### src/rtl/pq_pkg.sv
// Shared types for the priority-queue cell array and its head-end controller.
// Contents: opcode and error enums, and the cell_t {id, data} payload
// exchanged with cell 0. cell_t widths are fixed here; controllers that
// change TW/IW must keep them equal to PQ_TW/PQ_IW.
package pq_pkg;

  localparam int unsigned PQ_TW = 16;
  localparam int unsigned PQ_IW = 4;

  typedef enum logic [1:0] {
    OP_PUSH = 2'b00,
    OP_POP  = 2'b01,
    OP_DROP = 2'b10,
    OP_RSVD = 2'b11
  } pq_op_e;

  typedef enum logic [1:0] {
    ERR_OK      = 2'b00,
    ERR_FULL    = 2'b01,
    ERR_EMPTY   = 2'b10,
    ERR_TIMEOUT = 2'b11
  } pq_err_e;

  typedef struct packed {
    logic [PQ_IW-1:0] id;
    logic [PQ_TW-1:0] data;
  } cell_t;

endpackage

### src/rtl/pq_ctrl_fsm.sv
// Control FSM for pq_ctrl: IDLE -> ISSUE -> RESP sequencing, operation
// strobes to cell 0, request-ready / response-valid decode, and the optional
// ISSUE timeout counter (enabled by defining PQ_CTRL_TIMEOUT_EN).
// Ports:
//   clk_i, rst_ni          clock, async active-low reset
//   req_valid_i/req_ready_o client request handshake
//   req_op_i, req_data_zero_i, full_i  inputs to the immediate-error check
//   *_vld_i                cell 0 acknowledges
//   rsp_ready_i/rsp_valid_o client response handshake
//   accept_o, issue_o      request accepted / accepted and sent to the array
//   imm_err_o              immediate error code for the accepted request
//   xfer_o, timeout_o      ISSUE ends by transfer / by timeout this cycle
//   push_o, pop_o, drop_o  registered strobes to cell 0
module pq_ctrl_fsm
  import pq_pkg::*;
#(
  parameter int unsigned TIMEOUT = 64
) (
  input  logic    clk_i,
  input  logic    rst_ni,
  input  logic    req_valid_i,
  output logic    req_ready_o,
  input  pq_op_e  req_op_i,
  input  logic    req_data_zero_i,
  input  logic    full_i,
  input  logic    push_vld_i,
  input  logic    pop_vld_i,
  input  logic    drop_vld_i,
  input  logic    rsp_ready_i,
  output logic    accept_o,
  output logic    issue_o,
  output pq_err_e imm_err_o,
  output logic    xfer_o,
  output logic    timeout_o,
  output logic    push_o,
  output logic    pop_o,
  output logic    drop_o,
  output logic    rsp_valid_o
);

  localparam logic [1:0] S_IDLE  = 2'd0;
  localparam logic [1:0] S_ISSUE = 2'd1;
  localparam logic [1:0] S_RESP  = 2'd2;

  logic [1:0] state_q, state_d;
  logic [2:0] strobe_q, strobe_d;  // {drop, pop, push}
  logic       rsp_valid_q, rsp_valid_d;
  logic       timeout_hit;

  assign push_o      = strobe_q[0];
  assign pop_o       = strobe_q[1];
  assign drop_o      = strobe_q[2];
  assign rsp_valid_o = rsp_valid_q;
  assign req_ready_o = (state_q == S_IDLE);

  // Transfer: the acknowledge matches the strobe currently held high.
  assign xfer_o = (strobe_q[0] & push_vld_i) | (strobe_q[1] & pop_vld_i) |
                  (strobe_q[2] & drop_vld_i);
  assign timeout_o = timeout_hit;

  // Requests that never reach the array; empty/illegal outranks full.
  always_comb begin
    imm_err_o = ERR_OK;
    if (req_op_i == OP_RSVD || (req_op_i == OP_PUSH && req_data_zero_i)) begin
      imm_err_o = ERR_EMPTY;
    end else if (req_op_i == OP_PUSH && full_i) begin
      imm_err_o = ERR_FULL;
    end
  end

`ifdef PQ_CTRL_TIMEOUT_EN
  localparam int unsigned CW = $clog2(TIMEOUT + 1);
  logic [CW-1:0] cnt_q;

  // cnt_q counts ISSUE cycles already spent without a transfer.
  assign timeout_hit = (state_q == S_ISSUE) && !xfer_o && (cnt_q == CW'(TIMEOUT - 1));

  always_ff @(posedge clk_i or negedge rst_ni) begin
    if (!rst_ni) begin
      cnt_q <= '0;
    end else if (issue_o) begin
      cnt_q <= '0;
    end else if (state_q == S_ISSUE && !xfer_o) begin
      cnt_q <= cnt_q + CW'(1);
    end
  end
`else
  logic unused_timeout_cfg;
  assign unused_timeout_cfg = ^32'(TIMEOUT);
  assign timeout_hit        = 1'b0;
`endif

  // Next-state and strobe logic.
  always_comb begin
    state_d  = state_q;
    strobe_d = strobe_q;
    accept_o = 1'b0;
    issue_o  = 1'b0;
    case (state_q)
      S_IDLE: begin
        if (req_valid_i) begin
          accept_o = 1'b1;
          if (imm_err_o != ERR_OK) begin
            state_d = S_RESP;
          end else begin
            issue_o = 1'b1;
            state_d = S_ISSUE;
            case (req_op_i)
              OP_PUSH: strobe_d = 3'b001;
              OP_POP:  strobe_d = 3'b010;
              default: strobe_d = 3'b100;
            endcase
          end
        end
      end
      S_ISSUE: begin
        if (xfer_o || timeout_hit) begin
          strobe_d = 3'b000;
          state_d  = S_RESP;
        end
      end
      S_RESP: begin
        if (rsp_ready_i) state_d = S_IDLE;
      end
      default: begin
        strobe_d = 3'b000;
        state_d  = S_IDLE;
      end
    endcase
    rsp_valid_d = (state_d == S_RESP);
  end

  always_ff @(posedge clk_i or negedge rst_ni) begin
    if (!rst_ni) begin
      state_q     <= S_IDLE;
      strobe_q    <= 3'b000;
      rsp_valid_q <= 1'b0;
    end else begin
      state_q     <= state_d;
      strobe_q    <= strobe_d;
      rsp_valid_q <= rsp_valid_d;
    end
  end

endmodule

### src/rtl/pq_ctrl.sv
// Head-end initiator for the systolic priority-queue cell array. Takes one
// push/pop/drop request at a time, drives cell 0's strobes, waits for the
// acknowledge, and returns exactly one response per request.
// Optional feature: define PQ_CTRL_TIMEOUT_EN to abort ISSUE after TIMEOUT
// cycles with err 11; by default ISSUE waits indefinitely.
// Ports:
//   clk_i, rst_ni                  clock, async active-low reset
//   req_*                          client request (valid/ready, op, data, id)
//   rsp_*                          client response (valid/ready, op, data, id, err)
//   full_i                         array-full from tail cell (sampled in IDLE)
//   push_o/pop_o/drop_o, drop_id_o, push_struct_o  requests to cell 0
//   push_vld_i/pop_vld_i/drop_vld_i, pop_struct_i  cell 0 acknowledges / pop data
module pq_ctrl
  import pq_pkg::*;
#(
  parameter int unsigned TW      = PQ_TW,
  parameter int unsigned IW      = PQ_IW,
  parameter int unsigned TIMEOUT = 64
) (
  input  logic          clk_i,
  input  logic          rst_ni,
  input  logic          req_valid_i,
  output logic          req_ready_o,
  input  logic [1:0]    req_op_i,
  input  logic [TW-1:0] req_data_i,
  input  logic [IW-1:0] req_id_i,
  output logic          rsp_valid_o,
  input  logic          rsp_ready_i,
  output logic [1:0]    rsp_op_o,
  output logic [TW-1:0] rsp_data_o,
  output logic [IW-1:0] rsp_id_o,
  output logic [1:0]    rsp_err_o,
  input  logic          full_i,
  output logic          push_o,
  output logic          pop_o,
  output logic          drop_o,
  output logic [TW-1:0] drop_id_o,
  input  logic          push_vld_i,
  input  logic          pop_vld_i,
  input  logic          drop_vld_i,
  output cell_t         push_struct_o,
  input  cell_t         pop_struct_i
);

  pq_op_e        req_op;
  pq_op_e        op_q;
  logic [IW-1:0] id_q;
  logic          accept, issue, xfer, timeout;
  pq_err_e       imm_err;
  pq_op_e        rsp_op_q;
  logic [TW-1:0] rsp_data_q;
  logic [IW-1:0] rsp_id_q;
  pq_err_e       rsp_err_q;
  cell_t         push_struct_q;
  logic [TW-1:0] drop_id_q;

  assign req_op        = pq_op_e'(req_op_i);
  assign rsp_op_o      = rsp_op_q;
  assign rsp_data_o    = rsp_data_q;
  assign rsp_id_o      = rsp_id_q;
  assign rsp_err_o     = rsp_err_q;
  assign push_struct_o = push_struct_q;
  assign drop_id_o     = drop_id_q;

  pq_ctrl_fsm #(
    .TIMEOUT(TIMEOUT)
  ) u_fsm (
    .clk_i          (clk_i),
    .rst_ni         (rst_ni),
    .req_valid_i    (req_valid_i),
    .req_ready_o    (req_ready_o),
    .req_op_i       (req_op),
    .req_data_zero_i(req_data_i == '0),
    .full_i         (full_i),
    .push_vld_i     (push_vld_i),
    .pop_vld_i      (pop_vld_i),
    .drop_vld_i     (drop_vld_i),
    .rsp_ready_i    (rsp_ready_i),
    .accept_o       (accept),
    .issue_o        (issue),
    .imm_err_o      (imm_err),
    .xfer_o         (xfer),
    .timeout_o      (timeout),
    .push_o         (push_o),
    .pop_o          (pop_o),
    .drop_o         (drop_o),
    .rsp_valid_o    (rsp_valid_o)
  );

  // Request latch, array payload and response latch.
  always_ff @(posedge clk_i or negedge rst_ni) begin
    if (!rst_ni) begin
      op_q          <= OP_PUSH;
      id_q          <= '0;
      push_struct_q <= '0;
      drop_id_q     <= '0;
      rsp_op_q      <= OP_PUSH;
      rsp_data_q    <= '0;
      rsp_id_q      <= '0;
      rsp_err_q     <= ERR_OK;
    end else begin
      if (accept) begin
        op_q <= req_op;
        id_q <= req_id_i;
        if (issue && req_op == OP_PUSH) begin
          push_struct_q <= '{id: PQ_IW'(req_id_i), data: PQ_TW'(req_data_i)};
        end
        if (issue && req_op == OP_DROP) drop_id_q <= TW'(req_id_i);
        // Immediate errors respond straight from the request fields.
        if (imm_err != ERR_OK) begin
          rsp_op_q   <= req_op;
          rsp_data_q <= '0;
          rsp_id_q   <= req_id_i;
          rsp_err_q  <= imm_err;
        end
      end
      if (xfer) begin
        rsp_op_q <= op_q;
        if (op_q == OP_POP) begin
          // A zero priority from cell 0 means the array was empty.
          rsp_data_q <= TW'(pop_struct_i.data);
          rsp_id_q   <= IW'(pop_struct_i.id);
          rsp_err_q  <= (pop_struct_i.data == '0) ? ERR_EMPTY : ERR_OK;
        end else begin
          rsp_data_q <= '0;
          rsp_id_q   <= id_q;
          rsp_err_q  <= ERR_OK;
        end
      end
      if (timeout) begin
        rsp_op_q   <= op_q;
        rsp_data_q <= '0;
        rsp_id_q   <= id_q;
        rsp_err_q  <= ERR_TIMEOUT;
      end
    end
  end

endmodule

### config.mk
export PLATFORM = sky130hd
export DESIGN_NAME = pq_ctrl
export DESIGN_NICKNAME = d
export VERILOG_FILES = /design/src/rtl/pq_pkg.sv /design/src/rtl/pq_ctrl_fsm.sv /design/src/rtl/pq_ctrl.sv
export SDC_FILE = /design/constraint.sdc
export NUM_CORES = 1
export LEC_CHECK = 0
export ABC_CLOCK_PERIOD_IN_PS = 4010
export CAP_MARGIN = 0
export CORE_MARGIN = 4
export CORE_UTILIZATION = 45
export CTS_BUF_LIST = sky130_fd_sc_hd__clkbuf_2 sky130_fd_sc_hd__clkbuf_4 sky130_fd_sc_hd__clkbuf_8
export DETAILED_ROUTE_END_ITERATION = 10
export DONT_BUFFER_PORTS = 1
export PLACE_DENSITY = 0.64
export RECOVER_POWER = 100
export SLEW_MARGIN = 20
export SYNTH_ARGS = -nofsm -noshare
export SYNTH_HDL_FRONTEND = slang
export SYNTH_SLANG_ARGS = --single-unit
### constraint.sdc
create_clock -name clk_i -period 4.01 [get_ports clk_i]
set_input_delay 0.401 -clock clk_i [delete_from_list [all_inputs] [get_ports clk_i]]
set_output_delay 0.401 -clock clk_i [all_outputs]
set_load 0.005 [all_outputs]
=== Word level (Yosys, flattened, before mapping) ===
Index checks and enable logic that the tools add are counted.

* Equal/unequal tests: 10
* Muxes and demuxes: 33
* Bitwise gates (word level): 6
* Reduce and logical (&&, ||, !) cells: 16

{| class="wikitable"
|+ Operators by type and width
! cell !! number
|-
| $mux W16 || 4
|-
| $logic_not A16 Y1 || 2
|-
| $mux W2 || 13
|-
| $mux W4 || 4
|-
| $mux W3 || 3
|-
| $pmux W3 S3 || 1
|-
| $eq A2 B2 Y1 const B || 4
|-
| $eq A2 B1 Y1 const B || 3
|-
| $mux W1 || 6
|-
| $pmux W2 S3 || 1
|-
| $pmux W3 S2 || 1
|-
| $reduce_and A2 Y1 || 3
|-
| $reduce_bool A2 Y1 || 3
|-
| $logic_and A1 B1 Y1 || 4
|-
| $logic_not A2 Y1 || 2
|-
| $ne A2 B2 Y1 const B || 2
|-
| $reduce_and A4 Y1 || 1
|-
| $and A1 B1 Y1 || 3
|-
| $ne A2 B1 Y1 const B || 1
|-
| $or A1 B1 Y1 || 2
|-
| $logic_or A1 B1 Y1 || 1
|-
| $not A1 Y1 || 1
|}

* Bits in registers: 60
* Input bits: 50
* Output and inout port bits: 65
* Logic and storage cells: 77

=== Logic depth before layout (Yosys ltp) ===
Gate-level depths: netlist of run 1.

* Depth after elaboration: 10
* Depth in mapped cells: 8
* Depth with buffers taken out: 5

=== Hierarchy ===
From an unflattened synthesis of run 1, not the netlist that was laid out.

* Cell total of the unflattened synthesis: 219
* Area, all modules: 2707.6 µm²

{| class="wikitable"
|+ Modules (own cells, without submodules)
! module !! times used !! cells each !! area each (µm²) !! seq. area each (µm²)
|-
| pq_ctrl || 1 || 183 || 2352.3 || 1351.3
|-
| pq_ctrl_fsm || 1 || 36 || 355.3 || 150.1
|}

=== Worst setup path after synthesis of run 1 ===
Ideal clock, no wire load.

* Path kind: flip-flop to flip-flop
* Start: register u_fsm.state_q[0]
* End: register push_struct_q (netlist bit push_struct_o[0])
* Setup time: 125 ps
* Arrival: 1982 ps
* Data required time: 3885 ps
* Setup slack: 1903 ps
* Cell stages (with the launch flop): 7
* Cell sequence: dfrtp_1 buf_6 or3b_1 buf_2 or4b_4 buf_6 mux2_4

* Longest elaborated chain between the ends: 4
* Elaborated cells between the ends (all ways): 5
* Those cells by class: 2 x mux; 3 x reduce/logical

{| class="wikitable"
|+ RTL lines
! item !! line !! text
|-
| start, declared || pq_ctrl_fsm.sv:45 || <nowiki>logic [1:0] state_q, state_d;</nowiki>
|-
| start signal, assigned || pq_ctrl_fsm.sv:139 || <nowiki>state_q <= state_d;</nowiki>
|-
| $logic_not A2 Y1 (*) || pq_ctrl_fsm.sv:99 || <nowiki>case (state_q)</nowiki>
|-
| $mux W1 || pq_ctrl_fsm.sv:99 ||
|-
| $logic_and A1 B1 Y1 || pq_ctrl.sv:105 || <nowiki>if (issue && req_op == OP_PUSH) begin</nowiki>
|-
| $reduce_and A2 Y1 (no line) (*) || - ||
|-
| end signal, assigned || pq_ctrl.sv:106 || <nowiki>push_struct_q <= '{id: PQ_IW'(req_id_i), data: PQ_TW'(req_data_i)};</nowiki>
|-
| end, declared || pq_ctrl.sv:54 || <nowiki>cell_t push_struct_q;</nowiki>
|}

Every way passes the cells marked *; elsewhere a longest branch is shown, timed or not.
A chain may end at the register's enable or synchronous reset.

=== Worst setup path in the final report of run 1 ===
* Start: register u_fsm.state_q[0]
* End: register push_struct_q (netlist bit push_struct_o[13])

The elaborated chain is that of the path after synthesis.

==> results_dict.tcl, run 1 <==
set metrics [dict create \
    power.density_nw_per_um2 754 \
    rrSetupSlack_ps 1410 \
    first_pass_iters 4 \
    clk_latency_ps 330 \
    die_area_sq_um 7460 \
    cts-root-buf "clkbuf_8" \
    end_kind "register" \
    fin_area_sq_um 2870 \
    drt.antenna.violating_nets 0 \
    grt_use_total_pct 17.8 \
    wl_um 6460 \
    drt_iter0_drc 128 \
    setup_viol 0 \
    grt-ovfl-total 0 \
    tightest_slew_ps 1050 \
    synth_seq_cells 60 \
    max_cap_viol_count 0 \
    skew_ps 8.36 \
    fin_setup_tns_ps 0 \
    synth_top_area_share_pct 54.3 \
    n_antenna_cell 0 \
    final_common_cell "dfrtp_1" \
    crit_type "reg2reg" \
    die_width_um 86.4 \
    synth.yosys.seq_area_share_pct 54.3 \
    syn_inst 252 \
    antenna_found_initial 0 \
    cts_sinks 60 \
    io_buffers 0 \
    grt_pass1_wl_um 10200 \
    ys_warn_count 0 \
    via_per_inst 5.66 \
    grt_start_max_net_pins 61 \
    final_max_slew_viol_count 0 \
    final_cell_mix "60 x dfrtp_1, 45 x nand2_1, 19 x o21ai_0, 19 x mux2_1, 18 x nand3_1" \
    fin_nets 303 \
    layout-drive-gt1-share_pct 9.77 \
    design.portCount 115 \
    cts_tree "done" \
    outcome "completed" \
    period_share_pct 64.8 \
    crit_fanout 21 \
    placed_cells 315 \
    layout.cells.non_filler 331 \
    cts_made_buffers 9 \
    path_clk_slew_ps 60 \
    cts_buffer_depth 2 \
    max_freq_mhz 385 \
    synth_area_sq_um 2760 \
    rsz0062_at_grt "no" \
    area_growth_pct 3.76 \
    vias 1874 \
    fillers 579 \
    ctsHtreeMaxLevel 3 \
    synth_area_leaders "dfrtp_1 54%, mux2_4 10%, nand2_1 6.1%, o21ai_0 3.4%, nand3_1 3.3%" \
    synth.avg_cell_area_sq_um 11.0 \
    finalHoldViolCount 0 \
    drc_errors 0 \
    crit_path_start_kind "register" \
    ys_types 35 \
    peakVddDrop_uv 366 \
    grt_pass1_vias 1902 \
    rows 28 \
    min_path_type "in2reg" \
    cts_resized 0 \
    core_area_sq_um 5960 \
    fin_crit_ps 2600 \
    start_util_pct 46.4 \
    p_leak_nw 1.29 \
    die_h_um 86.4 \
    critPathRequiredTime_ps 4210 \
    arrival_ps 2800 \
    slew_headroom_pct 30.3 \
    wl_per_cell_um 19.5 \
    hpwl_um 4510 \
    place.gp.congestion 0.732 \
    dpl_cell_area_sq_um 2750 \
    synth_top_area_cell "dfrtp_1" \
]
[cells by family (layout without fill, tap and decap cells)]
logic type | Yosys count | in the layout | synth area share [%]
simple gates | 90 | 90 | 15.7
flops | 60 | 60 | 54.3
compound gates | 45 | 45 | 9.73
mux | 28 | 28 | 13.8
buf+inv | 28 | 21 | 6.34
other cells | 1 | 12 | 0.136
[synthesized netlist by cell type (all sizes together)]
cell type   n
nand2      45
mux2i       4
nand3b      1
a31o        1
a22oi       5
o21ai      19
or4b        1
o21a        2
a21bo       2
nor2        6
a32o        1
nor2b       2
buf        17
or4         1
nand2b      1
nor3        1
inv         3
and2        3
nor3b       1
dfrtp      60
o22ai       3
or3b        2
nor4        7
conb        1
nand3      18
clkbuf      8
and3        1
a21oi       9
mux2       24
a31oi       3
[registers in the layout, indices dropped and copies added, names as in the netlist]
register / flops
u_fsm.strobe_q: 3
push_struct_o: 20
rsp_op_o: 2
rsp_id_o: 4
id_q: 4
op_q: 2
u_fsm.state_q: 2
rsp_data_o: 16
u_fsm.rsp_valid_o: 1
drop_id_o: 4
rsp_err_o: 2
[cell type report]
type,instances,area (sq um),share of cell area [%]
clock buffers,11,145,5.06
clock inverters,3,15.0,0.524
inverters,3,11.3,0.393
multi-input cells,175,1060,36.8
flip-flops and latches,60,1500,52.4
well taps,75,93.8,3.27
repair buffers,4,45.0,1.57
[where the power goes]
| group | leakage, nW | internal, W | switching, W | total [W] |
|---|---|---|---|---|
| registers | 0.758 | 0.000906 | 0.000255 | 0.00116 |
| clock network | 0.0882 | 0.000237 | 0.000211 | 0.000449 |
| logic | 0.442 | 0.000230 | 0.000324 | 0.000554 |
| total | 1.29 | 0.00137 | 0.000790 | 0.00216 |
[critical path: stages (launching register included)]
cell and delay, ps:
dfrtp_1 450, or3b_1 550, or4b_1 980, mux2_1 490
[repair_timing]
item | 4_1_cts | 5_1_grt
endpoints found under the hold margin | 60 | 0
setup endpoints to repair | 0 | 0
hold buffers | 2 | 0
setup buffers | 0 | 0
[routing by layer]
metal  global-route usage, %  vias to the layer above  wire length [um]
met1                    22.6                      937              2610
li1                        -                      855                 -
met2                    27.6                       75              3240
met4                    7.22                        0                65
met5                       0                        -                 0
met3                    6.46                        7               554
[per-stage QoR]
step,total power (W),setup slack (ps),utilization (%),hold WS [ps]
after floorplan,0.00164,1900,-,105
after global placement,0.00178,1690,46.2,107
after detailed placement,0.00181,1700,46.2,107
after CTS,0.00228,1740,49.5,165
after global routing,0.00233,1340,48.2,176
final,0.00216,1410,48.2,184
[path summary, 6_finish.rpt]
check | endpoint | cells past startpoint | from
min in group asynchronous | rsp_data_o[11] | 2 | rst_ni
worst max register to register | push_struct_o[13] | 3 | u_fsm.state_q[0]
worst max-delay path | push_struct_o[13] | 3 | u_fsm.state_q[0]
max in group asynchronous | rsp_id_o[3] | 2 | rst_ni
worst min-delay path | id_q[3] | 2 | req_id_i[3]
worst min register to register | id_q[0] | 2 | id_q[0]
Power figures use the tool's default switching activity.
==> run 2: changes to the inputs <==
ABC_CLOCK_PERIOD_IN_PS = 2500   (was 4010)
clock period = 2.5 ns   (was 4.01 ns; I/O delays follow)
==> run 2 against run 1 <==
Against the previous run:
- sequential share of layout area is 0.81 points lower
- count of clock-buffer cells in the layout is 3 higher
- critical path type unchanged
- non-clock buffer count rose by 4
- largest power group unchanged
- hold slack worse by 160 ps
- via count shrank 0.80%
- wire length about the same
- critical path depth increased by 3
==> results_dict.tcl, run 2 (synthesized netlist as in run 1, its figures left out) <==
set metrics [dict create \
    skew_ps 11.1 \
    grt-ovfl-total 0 \
    die_width_um 86.4 \
    wl_per_cell_um 19.2 \
    r2r-start "u_fsm.state_q[0]" \
    rsz0062_at_grt "no" \
    hold_start "req_id_i[1]" \
    worst_hold_path.endpoint "id_q[1]" \
    rows 28 \
    fin_setup_tns_ps 0 \
    die_area_sq_um 7460 \
    fin_crit_ps 2110 \
    critPathRequiredTime_ps 2710 \
    crit_chain "or3b_1, clkbuf_1, a21oi_1, a31o_2, buf_4, o21ai_0" \
    drc_errors 0 \
    slew_headroom_pct 1.23 \
    cts_sinks 60 \
    power.density_nw_per_um2 1240 \
    largest_register_ffs 20 \
    final_cell_mix "60 x dfrtp_1, 45 x nand2_1, 19 x o21ai_0, 19 x mux2_1, 18 x nand3_1" \
    place.gp.congestion 0.798 \
    ff_latch_area_sq_um 1500 \
    fillers 574 \
    path_clk_slew_ps 60 \
    max_freq_mhz 474 \
    arrival_ps 2320 \
    crit_type "reg2reg" \
    r2r_cells 6 \
    cts-root-buf "clkbuf_8" \
    holdWs_ps 25.9 \
    crit_slowest_cell "dfrtp_1" \
    antenna_found_initial 1 \
    layout-drive-gt1-share_pct 12.3 \
    end_kind "register" \
    rrSetupSlack_ps 390 \
    reg2reg_to "rsp_data_o[1]" \
    outcome "completed" \
    crit_path_start_kind "register" \
    grt_start_max_net_pins 61 \
    cts_buffer_depth 2 \
    io_buffers 0 \
    pwr-share-clk_pct 23.0 \
    max_cap_viol_count 0 \
    final_max_slew_viol_count 0 \
    p_int_w 0.00232 \
    grt_pass1_wl_um 10300 \
    fin_nets 307 \
    die_h_um 86.4 \
    start_util_pct 46.4 \
    cts_made_buffers 9 \
    period_share_pct 84.3 \
    hold_depth 2 \
    design.portCount 115 \
    ctsHtreeMaxLevel 3 \
    cpPeakStageDelay_ps 450 \
    tightest_slew_ps 1480 \
    cts_hold_buf 2 \
    setup_ws_ps 392 \
    drt_iter0_drc 72 \
    setup_viol 0 \
    area_growth_pct 5.39 \
    power_frac_seq_pct 51.4 \
    swShare_pct 35.6 \
    via_per_inst 5.52 \
    finalHoldViolCount 0 \
    multi_input_area_sq_um 1060 \
    crit_fanout 12 \
    final_common_cell "dfrtp_1" \
    power_switching_w 0.00128 \
    clk_latency_ps 340 \
    first_pass_iters 4 \
    cts_resized 0 \
    p_leak_nw 1.32 \
    min_path_type "in2reg" \
    cts_setup_buffers 0 \
    cts_tree "done" \
    grt_use_total_pct 18.4 \
    comb_power_share_pct 25.6 \
    vias 1859 \
    hpwl_um 4590 \
    drt.antenna.violating_nets 0 \
    totalPowerFinal_w 0.00360 \
    dp_slack_ps 358 \
    core_area_sq_um 5960 \
    wl_um 6460 \
    grt_pass1_vias 1932 \
    peakVddDrop_uv 592 \
]
## run 2: worst max-delay path, delay by kind of cell, from the launching register on
kind | cells | cell delay, ps
buf+inv | 2 | 440
compound gates | 3 | 660
flops | 1 | 450
simple gates | 1 | 430
## run 2: power by group through the flow
stage          sequential [W]  combinational, W  clock [W]
6_report              0.00185          0.000922   0.000828
5_1_grt               0.00191           0.00107   0.000894
4_1_cts               0.00188           0.00107   0.000856
3_5_place_dp          0.00189           0.00104          0
3_3_place_gp          0.00188           0.00100          0
2_1_floorplan         0.00174          0.000891          0
## run 2: worst max path at each step
stage                                 from                end  slack [ps]  cells past startpoint
after global placement         req_op_i[0]  push_struct_o[19]         410                      5
after CTS                 u_fsm.state_q[0]  push_struct_o[12]         380                      3
after floorplan           u_fsm.state_q[0]   push_struct_o[0]         390                      6
after global routing      u_fsm.state_q[0]      rsp_data_o[2]         190                      6
final                     u_fsm.state_q[0]      rsp_data_o[1]         390                      6
after detailed placement       req_op_i[0]  push_struct_o[19]         360                      5
## run 2: area by class of cell
| type | count | share of cell area [%] |
|---|---|---|
| Sequential cell | 60 | 51.5 |
| Multi-Input combinational cell | 175 | 36.4 |
| Clock buffer | 14 | 6.40 |
| Tap cell | 75 | 3.22 |
| Timing Repair Buffer | 8 | 1.80 |
| Inverter | 3 | 0.387 |
| Clock inverter | 1 | 0.172 |
| Antenna cell | 1 | 0.0859 |
## run 2: per-stage QoR
stage          util (%)  instances  cell area, sq um
6_report           48.9        337              2910
5_1_grt            48.9        337              2910
4_1_cts            50.6        336              3010
3_5_place_dp       46.7        319              2780
3_3_place_gp       46.7        319              2780
2_1_floorplan         -        263              2810
## run 2: metal layers
metal	global-route usage [%]	routed length, um	up-vias
li1	-	-	867
met1	22.0	2590	925
met2	28.2	3260	57
met3	7.41	487	10
met4	9.92	125	0
met5	0	0	-
